==> src/rtl/rf_pkg.sv <==
// Shared constants for the bypassed register file: default geometry and
// the register-count helper used to size arrays from the address width.
package rf_pkg;
    localparam int DATA_W_DEF   = 16;
    localparam int ADDR_W_DEF   = 4;
    localparam bit ZERO_REG_DEF = 1'b1;

    function automatic int nregs(input int aw);
        return 1 << aw;
    endfunction
endpackage

==> src/rtl/rf_bypass_sb_if.sv <==
// Decode/writeback-facing bus of the register file. The master side is the
// pipeline, which drives addresses, enables and write data.
interface rf_bypass_sb_if
    import rf_pkg::*;
#(
    parameter int DATA_W = DATA_W_DEF,
    parameter int ADDR_W = ADDR_W_DEF
);
    logic [ADDR_W-1:0] p0_addr, p1_addr;
    logic              re0, re1;
    logic [DATA_W-1:0] p0, p1;
    logic              p0_busy, p1_busy;
    logic [ADDR_W-1:0] dst_addr;
    logic [DATA_W-1:0] dst;
    logic              we;
    logic [ADDR_W-1:0] iss_addr;
    logic              iss;
    logic              hlt;

    modport master (
        output p0_addr, p1_addr, re0, re1, dst_addr, dst, we, iss_addr, iss, hlt,
        input  p0, p1, p0_busy, p1_busy
    );
    modport slave (
        input  p0_addr, p1_addr, re0, re1, dst_addr, dst, we, iss_addr, iss, hlt,
        output p0, p1, p0_busy, p1_busy
    );
endinterface

==> src/rtl/rf_scoreboard.sv <==
// Pending-write scoreboard: one bit per register, set on issue, cleared on
// writeback, and looked up post-update so busy matches the bypassed data.
module rf_scoreboard
    import rf_pkg::*;
#(
    parameter int ADDR_W   = ADDR_W_DEF,
    parameter bit ZERO_REG = ZERO_REG_DEF
) (
    input  logic              clk,
    input  logic              rst,
    input  logic              we,
    input  logic [ADDR_W-1:0] dst_addr,
    input  logic              iss,
    input  logic [ADDR_W-1:0] iss_addr,
    input  logic [ADDR_W-1:0] rd0_addr,
    input  logic [ADDR_W-1:0] rd1_addr,
    output logic              rd0_busy,
    output logic              rd1_busy
);
    localparam int NREGS = nregs(ADDR_W);

    logic [NREGS-1:0] pend, pend_nxt;

    // Set beats clear: a same-edge issue names a newer producer still in flight.
    for (genvar g = 0; g < NREGS; g++) begin : g_pend
        if (ZERO_REG && g == 0) begin : g_zero
            assign pend_nxt[g] = 1'b0;
        end else begin : g_reg
            assign pend_nxt[g] = (iss && iss_addr == ADDR_W'(g)) ||
                                 (pend[g] && !(we && dst_addr == ADDR_W'(g)));
        end
    end

    always_ff @(posedge clk or posedge rst) begin
        if (rst) pend <= '0;
        else     pend <= pend_nxt;
    end

    assign rd0_busy = pend_nxt[rd0_addr];
    assign rd1_busy = pend_nxt[rd1_addr];
endmodule

==> src/rtl/rf_bypass_sb.sv <==
// Two-read/one-write flop register file with same-edge write bypass and a
// pending-write scoreboard for RAW hazard detection at decode.
module rf_bypass_sb
    import rf_pkg::*;
#(
    parameter int DATA_W   = DATA_W_DEF,
    parameter int ADDR_W   = ADDR_W_DEF,
    parameter bit ZERO_REG = ZERO_REG_DEF
) (
    input logic           clk,
    input logic           rst,
    rf_bypass_sb_if.slave bus
);
    localparam int NREGS = nregs(ADDR_W);

    logic [NREGS-1:0][DATA_W-1:0] mem;
    logic                         wr_ok;
    logic [DATA_W-1:0]            rd0, rd1;
    logic                         busy0, busy1;
    logic                         hlt_q;

    assign wr_ok = bus.we && !(ZERO_REG && bus.dst_addr == '0);

    for (genvar g = 0; g < NREGS; g++) begin : g_mem
        always_ff @(posedge clk or posedge rst) begin
            if (rst)                                     mem[g] <= '0;
            else if (wr_ok && bus.dst_addr == ADDR_W'(g)) mem[g] <= bus.dst;
        end
    end

    always_comb begin
        rd0 = mem[bus.p0_addr];
        if (wr_ok && bus.dst_addr == bus.p0_addr) rd0 = bus.dst;
        if (ZERO_REG && bus.p0_addr == '0)        rd0 = '0;
        rd1 = mem[bus.p1_addr];
        if (wr_ok && bus.dst_addr == bus.p1_addr) rd1 = bus.dst;
        if (ZERO_REG && bus.p1_addr == '0)        rd1 = '0;
    end

    rf_scoreboard #(.ADDR_W(ADDR_W), .ZERO_REG(ZERO_REG)) u_sb (
        .clk      (clk),
        .rst      (rst),
        .we       (bus.we),
        .dst_addr (bus.dst_addr),
        .iss      (bus.iss),
        .iss_addr (bus.iss_addr),
        .rd0_addr (bus.p0_addr),
        .rd1_addr (bus.p1_addr),
        .rd0_busy (busy0),
        .rd1_busy (busy1)
    );

    always_ff @(posedge clk or posedge rst) begin
        if (rst) begin
            bus.p0      <= '0;
            bus.p0_busy <= 1'b0;
        end else if (bus.re0) begin
            bus.p0      <= rd0;
            bus.p0_busy <= busy0;
        end
    end

    always_ff @(posedge clk or posedge rst) begin
        if (rst) begin
            bus.p1      <= '0;
            bus.p1_busy <= 1'b0;
        end else if (bus.re1) begin
            bus.p1      <= rd1;
            bus.p1_busy <= busy1;
        end
    end

    always_ff @(posedge clk or posedge rst) begin
        if (rst) hlt_q <= 1'b0;
        else     hlt_q <= bus.hlt;
    end

`ifndef SYNTHESIS
    // Register dump on the rising edge of hlt; purely for simulation visibility.
    always @(posedge clk) begin
        if (!rst && bus.hlt && !hlt_q)
            for (int i = 1; i < NREGS; i++) $display("R%0d = %h", i, mem[i]);
    end
`endif
endmodule

==> src/flat_wrapper.sv <==
// flat-port wrapper written by rule: the top's interface ports become plain ports
module rf_bypass_sb_flat import rf_pkg::*;
#(
    parameter int DATA_W   = DATA_W_DEF,
    parameter int ADDR_W   = ADDR_W_DEF,
    parameter bit ZERO_REG = ZERO_REG_DEF
)
  (clk, rst, bus_p0_addr, bus_p1_addr, bus_re0, bus_re1, bus_dst_addr, bus_dst, bus_we, bus_iss_addr, bus_iss, bus_hlt, bus_p0, bus_p1, bus_p0_busy, bus_p1_busy);
  rf_bypass_sb_if #(.DATA_W(DATA_W), .ADDR_W(ADDR_W)) bus_i ();
  input logic clk;
  input logic rst;
  input wire logic [$bits(bus_i.p0_addr)-1:0] bus_p0_addr;
  input wire logic [$bits(bus_i.p1_addr)-1:0] bus_p1_addr;
  input wire logic [$bits(bus_i.re0)-1:0] bus_re0;
  input wire logic [$bits(bus_i.re1)-1:0] bus_re1;
  input wire logic [$bits(bus_i.dst_addr)-1:0] bus_dst_addr;
  input wire logic [$bits(bus_i.dst)-1:0] bus_dst;
  input wire logic [$bits(bus_i.we)-1:0] bus_we;
  input wire logic [$bits(bus_i.iss_addr)-1:0] bus_iss_addr;
  input wire logic [$bits(bus_i.iss)-1:0] bus_iss;
  input wire logic [$bits(bus_i.hlt)-1:0] bus_hlt;
  output wire logic [$bits(bus_i.p0)-1:0] bus_p0;
  output wire logic [$bits(bus_i.p1)-1:0] bus_p1;
  output wire logic [$bits(bus_i.p0_busy)-1:0] bus_p0_busy;
  output wire logic [$bits(bus_i.p1_busy)-1:0] bus_p1_busy;
  assign bus_i.p0_addr = bus_p0_addr;
  assign bus_i.p1_addr = bus_p1_addr;
  assign bus_i.re0 = bus_re0;
  assign bus_i.re1 = bus_re1;
  assign bus_i.dst_addr = bus_dst_addr;
  assign bus_i.dst = bus_dst;
  assign bus_i.we = bus_we;
  assign bus_i.iss_addr = bus_iss_addr;
  assign bus_i.iss = bus_iss;
  assign bus_i.hlt = bus_hlt;
  assign bus_p0 = bus_i.p0;
  assign bus_p1 = bus_i.p1;
  assign bus_p0_busy = bus_i.p0_busy;
  assign bus_p1_busy = bus_i.p1_busy;
  rf_bypass_sb #(.DATA_W(DATA_W), .ADDR_W(ADDR_W), .ZERO_REG(ZERO_REG)) u_core (.clk(clk), .rst(rst), .bus(bus_i));
endmodule
==> config.mk <==
export PLATFORM = sky130hd
export DESIGN_NAME = rf_bypass_sb_flat
export DESIGN_NICKNAME = d
export VERILOG_FILES = /design/src/rtl/rf_pkg.sv /design/src/rtl/rf_bypass_sb_if.sv /design/src/rtl/rf_scoreboard.sv /design/src/rtl/rf_bypass_sb.sv /design/src/flat_wrapper.sv
export SDC_FILE = /design/constraint.sdc
export NUM_CORES = 1
export LEC_CHECK = 0
export ABC_CLOCK_PERIOD_IN_PS = 17250
export CORE_MARGIN = 4
export CORE_UTILIZATION = 40
export CTS_CLUSTER_SIZE = 16
export DETAILED_ROUTE_END_ITERATION = 8
export GPL_ROUTABILITY_DRIVEN = 0
export PLACE_DENSITY = 0.65
export SLEW_MARGIN = 20
export SYNTH_ARGS = -nofsm -noshare
export SYNTH_HDL_FRONTEND = slang
export SYNTH_HIERARCHICAL = 1
export SYNTH_SLANG_ARGS = --single-unit
==> constraint.sdc <==
create_clock -name clk -period 17.25 [get_ports clk]
set_clock_uncertainty 0.15 [all_clocks]
set_input_delay 1.725 -clock clk [delete_from_list [all_inputs] [get_ports clk]]
set_output_delay 1.725 -clock clk [all_outputs]
set_load 0.05 [all_outputs]
==> results.json <==
{
  "diodes": 0,
  "tritoncts": "done",
  "reg2reg_depth": 4,
  "min_period_ns": 4.64,
  "die_w_um": 211,
  "mostFrequentLayoutCell": "dfrtp_1",
  "power_mw": 2.21,
  "drt_iter0_drc": 926,
  "tns_ns": 0,
  "critPathRequiredTime_ns": 17.57,
  "status": "completed",
  "grt_max_degree": 155,
  "path_common_cell": "buf_4",
  "rr_startpoint": "u_core/mem[243]",
  "die_y_um": 211,
  "ys_types": 52,
  "multi_input_comb_area_mm2": 0.00805,
  "synth.area.top_cells": "dfrtp_1 46%, mux2_2 16%, mux4_2 8.5%",
  "yosysTopAreaCellShare": 0.463,
  "coreArea_mm2": 0.0408,
  "ioPinCount": 73,
  "clk_path_buf_depth": 3,
  "grt_first_pass_wirelength_um": 73200,
  "rows": 74,
  "crit_chain": "buf_4 -> buf_4 -> or3b_1 -> o22ai_1 -> a311oi_1 -> and3_1 -> o32ai_2",
  "num-nets-final": 1329,
  "min_from": "u_core/mem[11]",
  "drtAntennaViolNets": 0,
  "fp.dieArea_mm2": 0.0446,
  "cts_root_buf": "clkbuf_16",
  "fillCellCount": 3656,
  "post_cts_buffers": 0,
  "dp_hpwl_um": 28300,
  "antenna_found_initial": 0,
  "ir_drop_mv": 0.0668,
  "ys.flop_type": "dfrtp_1",
  "setup_viol": 0,
  "reg2reg_to": "u_core/bus.p0[3]",
  "syn_nets": 1322,
  "globalRoute.totalOverflow": 0,
  "clock_insertion_delay_worst_skew_ns": 0.57,
  "cp_slowest_cell": "or3b_1",
  "period_share": 0.269,
  "min_path_cells": 0,
  "crit_fanout": 38,
  "ctsHtreeMaxLevel": 1,
  "numPortBuffers": 71,
  "synthToLayoutAreaGrowth_pct": 12.1,
  "arrival_ns": 4.97,
  "ys_warn_count": 6,
  "placed_area_mm2": 0.0174,
  "synth_edf_count": 0,
  "ys_ff_latch": 305,
  "mostFrequentLayoutCells": "305 x dfrtp_1, 231 x mux2_2, 128 x mux2i_1, 65 x o22ai_1, 64 x clkdlybuf4s50_1",
  "tightest_slew_ns": 1.18,
  "register_area_mm2": 0.00763,
  "drive_gt1_frac": 0.322,
  "syn_inst": 1283,
  "min_path_type": "reg -> reg",
  "initial_core_util": 0.404,
  "yosysTopAreaCell": "dfrtp_1",
  "rsz0062_at_grt": "false",
  "ys_seq_area_frac": 0.463,
  "synth_area_mm2": 0.0165,
  "first_pass_iters": 7,
  "reg2reg_slack_ns": 15.22,
  "powerDensity_mw_per_mm2": 120,
  "max_stage_delay_ns": 0.88,
  "maxCapViolCount": 0,
  "cts_buffers": 31,
  "fmax_mhz": 215,
  "maxSlewViolCount": 0,
  "track_usage": 0.214,
  "async_reset_ff_frac": 1.00,
  "clkTransAtPathRegs_ns": 0.06,
  "fin_area_mm2": 0.0185,
  "vias": 11400,
  "path_buf_inv": 2,
  "cts_resized": 0,
  "wirelength_um": 48000,
  "grt_pass1_vias": 11800,
  "end_kind": "flop",
  "syn_area_per_cell_um2": 12.9,
  "vias_per_cell": 6.16,
  "numClockSinks": 305,
  "drc": 0,
  "cts_hold_buf": 0,
  "critPathLaunchType": "input pin",
  "critical_path_class": "in -> reg",
  "min_to": "u_core/mem[11]",
  "wl_per_cell_um": 26.0,
  "power.leakage_nw": 7.74,
  "hold_viol_final": 0,
  "maxSlewHeadroom": 0.216,
  "crit_family": "buffers and inverters"
}
-- power breakdown --
part | switching (mW) | total [mW] | leakage [nW] | internal (mW)
Sequential | 0.108 | 0.981 | 3.79 | 0.873
Clock | 0.285 | 0.682 | 0.517 | 0.397
Combinational | 0.268 | 0.552 | 3.43 | 0.283
-- how the worst max path moves through the flow --
stage | startpoint | slack [ns] | cells past startpoint | end
after floorplan | rst | 7.37 | 1 | u_core/bus.p0[0]
after global placement | bus_p0_addr[0] | 12.12 | 7 | u_core/bus.p0[13]
after detailed placement | bus_p0_addr[0] | 12.14 | 7 | u_core/bus.p0[3]
after CTS | bus_p0_addr[0] | 12.71 | 7 | u_core/bus.p0[3]
after global routing | bus_p0_addr[0] | 12.55 | 7 | u_core/bus.p0[3]
final | bus_p0_addr[0] | 12.61 | 7 | u_core/bus.p0[3]
-- cell usage after synthesis (4+ instances only) --
cell and count:
a21oi_1 4, a221oi_1 4, a311oi_1 30, and3_1 32, buf_2 54, buf_4 13, buf_6 12, clkbuf_1 48
dfrtp_1 305, inv_1 39, mux2_1 13, mux2_2 231, mux2i_1 128, mux4_1 4, mux4_2 62, nand2_1 46
nand2b_1 8, nand3_1 9, nand3b_1 6, nor2_1 45, nor2b_1 6, o2111ai_1 4, o211ai_1 8, o21ai_0 8
o21ai_1 14, o22ai_1 65, o32ai_1 13, o32ai_2 19, or3_1 5, or3b_1 6, xnor2_1 4, xor2_1 8
-- area by class of cell --
| class | instances | share of cell area |
|---|---|---|
| multi-input cells | 809 | 0.435 |
| flip-flops and latches | 305 | 0.413 |
| repair buffers | 104 | 0.0522 |
| clock buffers | 46 | 0.0499 |
| well taps | 532 | 0.0360 |
| inverters | 39 | 0.00832 |
| clock inverters | 11 | 0.00568 |
-- per-layer routing --
layer  part of all wire  wire length (um)  track usage
met5                  0                 0      0.00323
met1               0.44             21100        0.308
met2               0.46             22100        0.332
met3              0.074              3540       0.0423
met4              0.027              1310       0.0579
-- metrics by stage --
step                      instances   util  hold WS, ns  setup slack (ns)
after global placement         1788  0.427        0.234             12.12
final                          1846  0.453        0.254             12.61
after global routing           1846  0.453        0.268             12.55
after CTS                      1845  0.452        0.252             12.71
after floorplan                1283      -        0.299              7.37
after detailed placement       1788  0.427        0.238             12.14
-- flip-flops by register name (all words and copies together), names as in the netlist --
register	cells
u_core/bus.p0_busy	1
u_core/mem	256
u_core/bus.p0	16
u_core/bus.p1	16
u_core/bus.p1_busy	1
u_core/u_sb/pend	15
-- kinds of logic (layout without fill, tap and decap cells) --
kind of cell	count (synthesis)	count (layout)	synth area share
compound gates	187	187	0.0909
xor+xnor	12	12	0.00637
buf+inv	169	200	0.0512
flops	305	305	0.463
mux	438	438	0.335
simple gates	172	172	0.0538
(Power assumes the default switching activity.)
